<file path="src/rtl/core_ctrl.sv">
// core_ctrl: multi-cycle RV32I control sequencer (FETCH/DECODE/EXEC/MEM/WB/HALT)
module core_ctrl #(
    parameter int ALU_OP_W = 4
) (
    input  logic                clk,
    input  logic                reset,
    output logic                imem_req,
    input  logic                imem_ready,
    output logic                dmem_req,
    output logic                dmem_we,
    input  logic                dmem_ready,
    input  logic [6:0]          ir_opcode,
    input  logic [2:0]          ir_funct3,
    input  logic                ir_funct7_5,
    input  logic                alu_zero,
    output logic                ir_we,
    output logic                pc_we,
    output logic [1:0]          pc_sel,
    output logic [1:0]          alu_src_a,
    output logic [1:0]          alu_src_b,
    output logic [ALU_OP_W-1:0] alu_op,
    output logic                reg_we,
    output logic [1:0]          wb_sel,
    output logic                halted,
    output logic                illegal,
    output logic [2:0]          state
);
    localparam logic [6:0] OPC_LUI    = 7'b0110111;
    localparam logic [6:0] OPC_AUIPC  = 7'b0010111;
    localparam logic [6:0] OPC_JAL    = 7'b1101111;
    localparam logic [6:0] OPC_JALR   = 7'b1100111;
    localparam logic [6:0] OPC_BRANCH = 7'b1100011;
    localparam logic [6:0] OPC_LOAD   = 7'b0000011;
    localparam logic [6:0] OPC_STORE  = 7'b0100011;
    localparam logic [6:0] OPC_OPIMM  = 7'b0010011;
    localparam logic [6:0] OPC_OP     = 7'b0110011;
    localparam logic [6:0] OPC_SYSTEM = 7'b1110011;
    typedef enum logic [2:0] {
        S_FETCH  = 3'd0,
        S_DECODE = 3'd1,
        S_EXEC   = 3'd2,
        S_MEM    = 3'd3,
        S_WB     = 3'd4,
        S_HALT   = 3'd5
    } state_e;
    state_e state_q, state_d;
    logic illegal_q, illegal_d;
    logic is_lui, is_auipc, is_jal, is_jalr, is_br, is_ld, is_st, is_opimm, is_op, is_sys;
    logic known, bad, f7_eff;
    logic [ALU_OP_W-1:0] alu_fn;
    assign is_lui   = ir_opcode == OPC_LUI;
    assign is_auipc = ir_opcode == OPC_AUIPC;
    assign is_jal   = ir_opcode == OPC_JAL;
    assign is_jalr  = ir_opcode == OPC_JALR;
    assign is_br    = ir_opcode == OPC_BRANCH;
    assign is_ld    = ir_opcode == OPC_LOAD;
    assign is_st    = ir_opcode == OPC_STORE;
    assign is_opimm = ir_opcode == OPC_OPIMM;
    assign is_op    = ir_opcode == OPC_OP;
    assign is_sys   = ir_opcode == OPC_SYSTEM;
    assign known = is_lui | is_auipc | is_jal | is_jalr | is_br | is_ld | is_st | is_opimm | is_op | is_sys;
    assign bad = !known
               | (is_br & (ir_funct3[2:1] != 2'b00))
               | ((is_ld | is_st) & (ir_funct3 != 3'b010))
               | (is_jalr & (ir_funct3 != 3'b000));
    // funct7[5] selects SUB only for register OP; SRA/SRL for both forms
    assign f7_eff = ir_funct7_5 & ((ir_funct3 == 3'b101) | (is_op & (ir_funct3 == 3'b000)));
    always_comb begin
        case (ir_funct3)
            3'b000:  alu_fn = f7_eff ? ALU_OP_W'(1) : ALU_OP_W'(0);
            3'b001:  alu_fn = ALU_OP_W'(2);
            3'b010:  alu_fn = ALU_OP_W'(3);
            3'b011:  alu_fn = ALU_OP_W'(4);
            3'b100:  alu_fn = ALU_OP_W'(5);
            3'b101:  alu_fn = f7_eff ? ALU_OP_W'(7) : ALU_OP_W'(6);
            3'b110:  alu_fn = ALU_OP_W'(8);
            default: alu_fn = ALU_OP_W'(9);
        endcase
    end
    always_ff @(posedge clk) begin
        if (!reset) begin
            state_q   <= S_FETCH;
            illegal_q <= 1'b0;
        end else begin
            state_q   <= state_d;
            illegal_q <= illegal_d;
        end
    end
    always_comb begin
        state_d   = state_q;
        illegal_d = illegal_q;
        case (state_q)
            S_FETCH:  state_d = imem_ready ? S_DECODE : S_FETCH;
            S_DECODE: begin
                state_d   = (bad | is_sys) ? S_HALT : S_EXEC;
                illegal_d = bad;
            end
            S_EXEC:   state_d = (is_ld | is_st) ? S_MEM
                              : (is_op | is_opimm | is_lui | is_auipc) ? S_WB : S_FETCH;
            S_MEM:    state_d = !dmem_ready ? S_MEM : is_ld ? S_WB : S_FETCH;
            S_WB:     state_d = S_FETCH;
            default:  state_d = S_HALT;
        endcase
    end
    always_comb begin
        imem_req  = 1'b0;
        ir_we     = 1'b0;
        dmem_req  = 1'b0;
        dmem_we   = 1'b0;
        pc_we     = 1'b0;
        pc_sel    = 2'd0;
        alu_src_a = 2'd0;
        alu_src_b = 2'd0;
        alu_op    = ALU_OP_W'(0);
        reg_we    = 1'b0;
        wb_sel    = 2'd0;
        if (reset) begin
            case (state_q)
                S_FETCH: begin
                    imem_req = 1'b1;
                    ir_we    = imem_ready;
                end
                S_EXEC: begin
                    alu_src_a = is_lui ? 2'd2 : is_auipc ? 2'd1 : 2'd0;
                    alu_src_b = (is_op | is_br | is_jal) ? 2'd0 : 2'd1;
                    alu_op    = is_br ? ALU_OP_W'(1) : (is_op | is_opimm) ? alu_fn : ALU_OP_W'(0);
                    pc_we     = is_br | is_jal | is_jalr;
                    pc_sel    = is_jalr ? 2'd2 : is_jal ? 2'd1
                              : (is_br & (alu_zero ^ ir_funct3[0])) ? 2'd1 : 2'd0;
                    reg_we    = is_jal | is_jalr;
                    wb_sel    = (is_jal | is_jalr) ? 2'd2 : 2'd0;
                end
                S_MEM: begin
                    dmem_req  = 1'b1;
                    dmem_we   = is_st;
                    alu_src_b = 2'd1;
                    pc_we     = is_st & dmem_ready;
                end
                S_WB: begin
                    reg_we = 1'b1;
                    wb_sel = is_ld ? 2'd1 : 2'd0;
                    pc_we  = 1'b1;
                end
                default: ;
            endcase
        end
    end
    assign halted  = state_q == S_HALT;
    assign illegal = illegal_q;
    assign state   = state_q;
endmodule

</file>
<file path="config.mk">
export PLATFORM = sky130hd
export DESIGN_NAME = core_ctrl
export DESIGN_NICKNAME = d
export VERILOG_FILES = /design/src/rtl/core_ctrl.sv
export SDC_FILE = /design/constraint.sdc
export NUM_CORES = 1
export LEC_CHECK = 0
export ABC_CLOCK_PERIOD_IN_PS = 2350
export CAP_MARGIN = 30
export CORE_MARGIN = 2
export CORE_UTILIZATION = 33
export DETAILED_ROUTE_END_ITERATION = 8
export HOLD_SLACK_MARGIN = 0.15
export PLACE_DENSITY_LB_ADDON = 0.3
export SLEW_MARGIN = 25
export SYNTH_ARGS = -nofsm -noshare
export SYNTH_HDL_FRONTEND = slang
export SYNTH_SLANG_ARGS = --single-unit
</file>
<file path="constraint.sdc">
create_clock -name clk -period 2.35 [get_ports clk]
set_input_delay 0.5875 -clock clk [delete_from_list [all_inputs] [get_ports clk]]
set_output_delay 0.5875 -clock clk [all_outputs]
set_load 0.005 [all_outputs]
</file>
==> impl_metrics.toml, run 1 <==
[yosys]
synth_area_leaders = "dfxtp_1 (12%), nor2_1 (6.8%), nand2_1 (6.2%)"
synth_top_cell_by_area = "dfxtp_1"
syn_area_um2 = 665.6
synthesis.nets = 120
synth_edf_count = 0
synthCells = 104
avgSynthCellArea_um2 = 6.400
synth-main-ff-cell = "dfxtp_1"
ys_seq_elements = 4
synth_common_cells = "nor2_1 (12), nand2_1 (11), clkbuf_1 (6), inv_1 (6), nor4_1 (6)"
yosysMostFrequentCell = "nor2_1"
ys_warn_count = 0
netlist.area_leader.share = 0.1203
synthDistinctLibCells = 43
async_flop_share = 0
ys_seq_area_frac = 0.1203

[timing]
post-route-period-util = 1.092
finalSetupViolations = 4
hold_viol_final = 0
slew_viol_final = 0
min_period_ns = 2.566
clock_skew_ns = 0.007884
fmax_mhz = 389.7
rsz0062_at_grt = "true"
worst_slack_ns = -0.2162

[pwr]
pwr-share-comb = 0.593
p_leak_nw = 0.7061
p_switching_w = 0.0001488
ir_drop_mv = 0.2944
switching_share = 0.3577
clkPwrFrac = 0.204
internal_power_w = 0.0002673
seqPwrFrac = 0.203
power.density_nw_per_um2 = 281.8

[placement]
placed_area_um2 = 1305
place.gp.congestion = 0.8903
port_buffers = 37
dpl.cell_count = 195
dp_slack_ns = -0.9324
place_hpwl_um = 2010

[clocking]
path_clk_slew_ns = 0.04
tritoncts = "built"
insertion_delay_ns = 0.24
cts_buffer_depth = 2
clock_tree.root_cell = "clkbuf_4"
cts_sinks = 4
cts_max_level = 1
cts_buffers = 3

[critical_path]
cp_num_buf_inv = 2
r2r-start = "state[0]"
ff2ff_setup_slack_ns = 0.92
crit_end = "pc_we"
end_kind = "primary output"
cp_slowest_cell = "or4_4"
r2r_end = "state[2]"
cp-startpoint = "ir_opcode[3]"
crit_top_cell = "buf_2"
cp_max_fo = 2
critPathMaxStageDelay_ns = 0.52
cp.required_ns = 1.76
path_cells = "buf_2 > or4_4 > or3_4 > o22ai_2 > and2_1 > buf_2"
cpLargestDelayFamily = "simple AND/OR/NAND/NOR gates"
worstSetupPathType = "in2out"
path_depth = 6
start_kind = "input port"
crit_arrival_ns = 1.98
ff2ff_path_depth = 6

[detailed_routing]
drt_iter0_markers = 29
remaining_drc_errors = 0
wl_per_cell_um = 15.55
drtAntennaViolNets = 0
vias = 1163
vias_per_cell = 5.486
dr.pass1.iters = 4
routed_wl_um = 3296

[outcome]
status = "finished with violations"
violations = "negative setup slack"

[finish]
syn2layout_area_growth_pct = 121.8
fill_cells = 124
antennaDiodeCount = 0
design_area_um2 = 1476
layout.nets = 203
drive_gt1_frac = 0.4865
instances_no_fill = 212
final_util = 0.7682

[global_route]
grt-ovfl-total = 0
grt_util_all_layers = 0.2498
grt_start_max_net_pins = 18
antenna_found_initial = 0
first_global_vias = 1115
grt_first_pass_wirelength_um = 4843

[hold_path]
hold_path_class = "reg2reg"

[flow_run]
cap_violations = 0

[floorplan]
die_w_um = 48.91
row_count = 16
die_h_um = 48.91
start_util = 0.3464
core_area_um2 = 1922
dieArea_um2 = 2392
io_pins = 39
-- registers in the layout (all words and copies together) (netlist names) --
name     cells
state        3
illegal      1
-- layout by cell type, fill, tap and decap left out, types with 3 or more instances in the layout --
| cell | Yosys | layout |
|---|---|---|
| inv_1 | 6 | 6 |
| clkdlybuf4s50_1 | 0 | 12 |
| dfxtp_1 | 4 | 4 |
| nand2b_1 | 5 | 5 |
| buf_2 | 1 | 10 |
| buf_4 | 1 | 47 |
| nor4_2 | 1 | 3 |
| and3_1 | 3 | 3 |
| nor2_1 | 12 | 9 |
| clkbuf_4 | 0 | 3 |
| buf_6 | 0 | 5 |
| o21ai_0 | 3 | 3 |
| dlygate4sd2_1 | 0 | 3 |
| clkbuf_2 | 0 | 4 |
| nor4_1 | 6 | 3 |
| nand2_1 | 11 | 9 |
-- worst register-to-register path, cell delays in order, from the launching register on --
cell and delay [ns]:
dfxtp_1 0.35, buf_4 0.23, nand4b_1 0.18, buf_4 0.18, nor4_1 0.19, a311oi_1 0.08, o22ai_1 0.15
-- worst min-delay path by stage --
stage / start / to / slack [ns] / depth (start not counted)
after floorplan: illegal / illegal / 0.53 / 2
after CTS: illegal / illegal / 0.56 / 2
after detailed placement: illegal / illegal / 0.55 / 2
final: illegal / illegal / 0.56 / 2
after global routing: illegal / illegal / 0.62 / 2
after global placement: illegal / illegal / 0.52 / 2
-- final cells by class --
class / instances / area [µm²] / area share
clock buffer: 3 / 22.52 / 0.01525
tap: 27 / 33.78 / 0.02288
timing repair buffer: 87 / 699.4 / 0.4737
multi-input combinational: 85 / 618.1 / 0.4186
inverter: 6 / 22.52 / 0.01525
sequential: 4 / 80.08 / 0.05424
-- power by group through the flow --
stage               Sequential [W]  Combinational [W]  Clock [W]
floorplan                0.0000848          0.0000906          0
global route             0.0000851           0.000265  0.0000918
global placement         0.0000824           0.000211          0
CTS                      0.0000833           0.000225  0.0000874
finish                   0.0000846           0.000247  0.0000847
detailed placement       0.0000830           0.000215          0
-- per-layer routing --
metal  track usage  share of wire  routed length, µm
met3       0.03681          0.056                184
met5             0              0                  0
met4       0.09524          0.030                 98
met2        0.4840           0.53               1737
met1        0.2683           0.39               1275
-- through the flow --
step                hold WS [ns]   TNS, ns  total power (W)
finish                    0.5612   -0.6445        0.0004161
global route              0.6196   -0.8885        0.0004414
CTS                       0.5581   -0.4770        0.0003954
detailed placement        0.5462    -11.08        0.0002977
global placement          0.5233    -10.88        0.0002933
floorplan                 0.5264  -0.06211        0.0001754
-- logic make-up after synthesis --
family / Yosys count / synth area share
AND/OR/NAND/NOR: 59 / 0.4944
AO/OA/AOI/OAI: 22 / 0.2462
buffers and inverters: 15 / 0.09209
flip-flops: 4 / 0.1203
XOR/XNOR: 2 / 0.02632
multiplexers: 1 / 0.01504
other: 1 / 0.005634
-- repair_timing --
| item | in CTS | in global routing |
|---|---|---|
| pin swaps | 13 | 12 |
| setup endpoints to repair | 20 | 14 |
| setup buffers | 8 | 8 |
| hold buffers | 0 | 0 |
| resized for setup | 83 | 25 |
| endpoints found under the hold margin | 0 | 0 |
Power figures use the tool's default switching activity.
==> run 2: changes to the inputs <==
--- a/constraint.sdc
+++ b/constraint.sdc
@@ -3,2 +3,2 @@
 set_output_delay 0.5875 -clock clk [all_outputs]
-set_load 0.005 [all_outputs]
+set_load 0.1 [all_outputs]
==> run 2 against run 1 <==
Against the previous run:
- the flow now stops in 5_1_grt
- synthesized cell count is the same
- synthesized area unchanged
==> impl_metrics.toml, run 2 <==
[clocking]
cts_buffer_depth = 2
postCtsHoldBufs = 0
clock_tree.root_cell = "clkbuf_4"
cts_max_level = 1
cts_sinks = 4
cts_buffers = 3

[yosys]
synthCells = 104
netlist.area_leader.share = 0.1203
synth_area_leaders = "dfxtp_1 (12%), nor2_1 (6.8%), nand2_1 (6.2%)"
yosysMostFrequentCell = "nor2_1"
ys_seq_elements = 4
synth_fa_ha_area_frac = 0
synthXorXnorAreaFrac = 0.02632
synthesis.nets = 120
avgSynthCellArea_um2 = 6.400
synth_top_cell_by_area = "dfxtp_1"
synth_edf_count = 0
synth-main-ff-cell = "dfxtp_1"
syn_area_um2 = 665.6
async_flop_share = 0
synth-simple-area-share = 0.4944
synth_top_family_by_area = "simple AND/OR/NAND/NOR gates"
ys_warn_count = 0
synthMuxAreaShare = 0.01504
ys_seq_area_frac = 0.1203
synth_compound_area_frac = 0.2462
synth_common_cells = "nor2_1 (12), nand2_1 (11), clkbuf_1 (6), inv_1 (6), nor4_1 (6)"
synthDistinctLibCells = 43

[outcome]
error = "[ERROR DPL-0033] detailed placement checks failed during check placement."
flow.stopped_at = "5_1_grt"
status = "aborted with a tool error"

[floorplan]
die_h_um = 48.91
start_util = 0.3464
io_pins = 39
die_w_um = 48.91
row_count = 16

[timing]
worst_endpoint_kind = "top-level output"
grt_worst_setup_endpoint = "pc_we"

[global_route]
grt_start_max_net_pins = 19
antenna_found_initial = 0

[placement]
place.gp.congestion = 0.8967
port_buffers = 37
place_hpwl_um = 2329
-- run 2: repair_timing --
action                     4_1_cts
pin swaps                       15
buffers inserted                 6
gates resized for setup         52
setup endpoints to repair       16
-- run 2: metrics by stage --
stage | TNS (ns) | cell area, µm² | worst slack (ns) | utilization | std cells
after global placement | -7.209 | 1609 | -0.6300 | 0.8372 | 189
after CTS | -1.137 | 1719 | -0.4034 | 0.8945 | 198
after floorplan | -3.163 | 885.9 | -0.5816 | - | 104
after detailed placement | -8.120 | 1609 | -0.6902 | 0.8372 | 189
-- run 2: cell families after synthesis --
kind of cell,count (synthesis)
compound gates,22
xor+xnor,2
buf+inv,15
flops,4
mux,1
other cells,1
simple gates,59
==> run 3: changes to the inputs <==
ABC_CLOCK_PERIOD_IN_PS = 3100   (was 2350)
CORE_AREA = 2 2 63 65   (was unset)
CORE_MARGIN = unset   (was 2)
CORE_UTILIZATION = unset   (was 33)
DIE_AREA = 0 0 65 67   (was unset)
HOLD_SLACK_MARGIN = unset   (was 0.15)
PLACE_DENSITY_LB_ADDON = 0.15   (was 0.3)
clock period = 3.1 ns   (was 2.35 ns; I/O delays follow)
==> run 3 against run 2 <==
Against the previous run:
- the flow now finishes without violations
==> impl_metrics.toml, run 3 (synthesis gave the netlist of run 1 again) <==
[floorplan]
die_h_um = 67
core_area_um2 = 3606
start_util = 0.1846
die_w_um = 65
io_pins = 39
row_count = 22
dieArea_um2 = 4355

[timing]
slew_viol_final = 0
hold_viol_final = 0
worst_slack_ns = 0.03081
fmax_mhz = 325.8
finalSetupViolations = 0
min_period_ns = 3.069
post-route-period-util = 0.9901
rsz0062_at_grt = "true"
clock_skew_ns = 0.005321

[critical_path]
cp_max_fo = 2
start_kind = "input port"
worstSetupPathType = "in2out"
end_kind = "primary output"
crit_arrival_ns = 2.29
cp.required_ns = 2.32

[detailed_routing]
drt_iter0_markers = 47
wl_per_cell_um = 12.87
vias = 1012
vias_per_cell = 4.819
routed_wl_um = 2703
remaining_drc_errors = 0
dr.pass1.iters = 4
drtAntennaViolNets = 0

[placement]
place.gp.congestion = 0.8226
dp_slack_ns = -0.2952
place_hpwl_um = 2095
placed_area_um2 = 1539
port_buffers = 37

[flow_run]
cap_violations = 0

[finish]
largest_reg_flops = 3
fill_cells = 358
drive_gt1_frac = 0.5123
final_common_cell = "buf_4"
antennaDiodeCount = 0
final_util = 0.4570
multi_input_area_um2 = 700.7
layout.nets = 179
ff_latch_area_um2 = 86.33
syn2layout_area_growth_pct = 147.6
final_cell_mix = "buf_4 (28), buf_12 (17), nand2_1 (9)"
design_area_um2 = 1648

[global_route]
grt_util_all_layers = 0.1313
grt-ovfl-total = 0
grt_first_pass_wirelength_um = 4540
antenna_found_initial = 0
first_global_vias = 978
grt_start_max_net_pins = 19

[clocking]
postCtsHoldBufs = 0
cts_buffer_depth = 2
insertion_delay_ns = 0.22
tritoncts = "built"
cts_max_level = 1
clock_tree.root_cell = "clkbuf_8"
cts_sinks = 4
path_clk_slew_ns = 0.03
cts_buffers = 3

[pwr]
power_w = 0.0004707
power.density_nw_per_um2 = 285.7
ir_drop_mv = 0.2857
p_leak_nw = 0.6732

[hold_path]
hold_path_class = "reg2reg"

[outcome]
status = "finished, final reports clean"
[run 3: path summary, 6_finish.rpt]
| path | slack (ns) | end | depth (start not counted) | start |
|---|---|---|---|---|
| min reg2reg | 0.54 | illegal | 2 | illegal |
| min | 0.54 | illegal | 2 | illegal |
| max reg2reg | 1.83 | state[2] | 4 | state[2] |
| max | 0.03 | pc_we | 6 | ir_opcode[6] |
[run 3: worst max-delay path, cell delays in order]
cell and delay (ns):
buf_6 0.09, or4_4 0.54, or3_4 0.40, o22ai_2 0.15, and2_4 0.17, buf_12 0.16
[run 3: routing by layer]
layer  track usage  vias to the layer above  wire length (µm)
li1              -                      500                 -
met1        0.1660                      465              1206
met2        0.2191                       41              1274
met3       0.02703                        6               183
met4       0.04787                        0                39
met5             0                        -                 0
[run 3: cell type report]
class                   count  share of cell area
clock buffers               4             0.02733
multi-input cells          85              0.4252
well taps                  48             0.03645
flip-flops and latches      4             0.05239
inverters                   6             0.01367
repair buffers             63              0.4450
[run 3: report_power, final]
part	switching (W)	internal (W)	leakage, nW
Clock	0.0000283	0.0000879	0.0228
Combinational	0.000171	0.0000993	0.616
Sequential	0.0000245	0.0000593	0.0343
[run 3: what timing repair did]
action                                  in CTS  in global routing
buffers inserted                             1                  1
hold endpoints to repair                     0                  0
pin swaps                                    6                  6
endpoints found under the setup margin      14                  3
resized for setup                           23                  7
cloned                                       0                  0
[run 3: metrics by stage]
step                TNS [ns]  cells  hold WS (ns)
finish                     0    210        0.5408
global route        -0.01365    210        0.5938
CTS                 -0.04064    209        0.5414
detailed placement    -1.434    204        0.5281
global placement      -1.105    204        0.5262
floorplan            -0.6693    104        0.9134
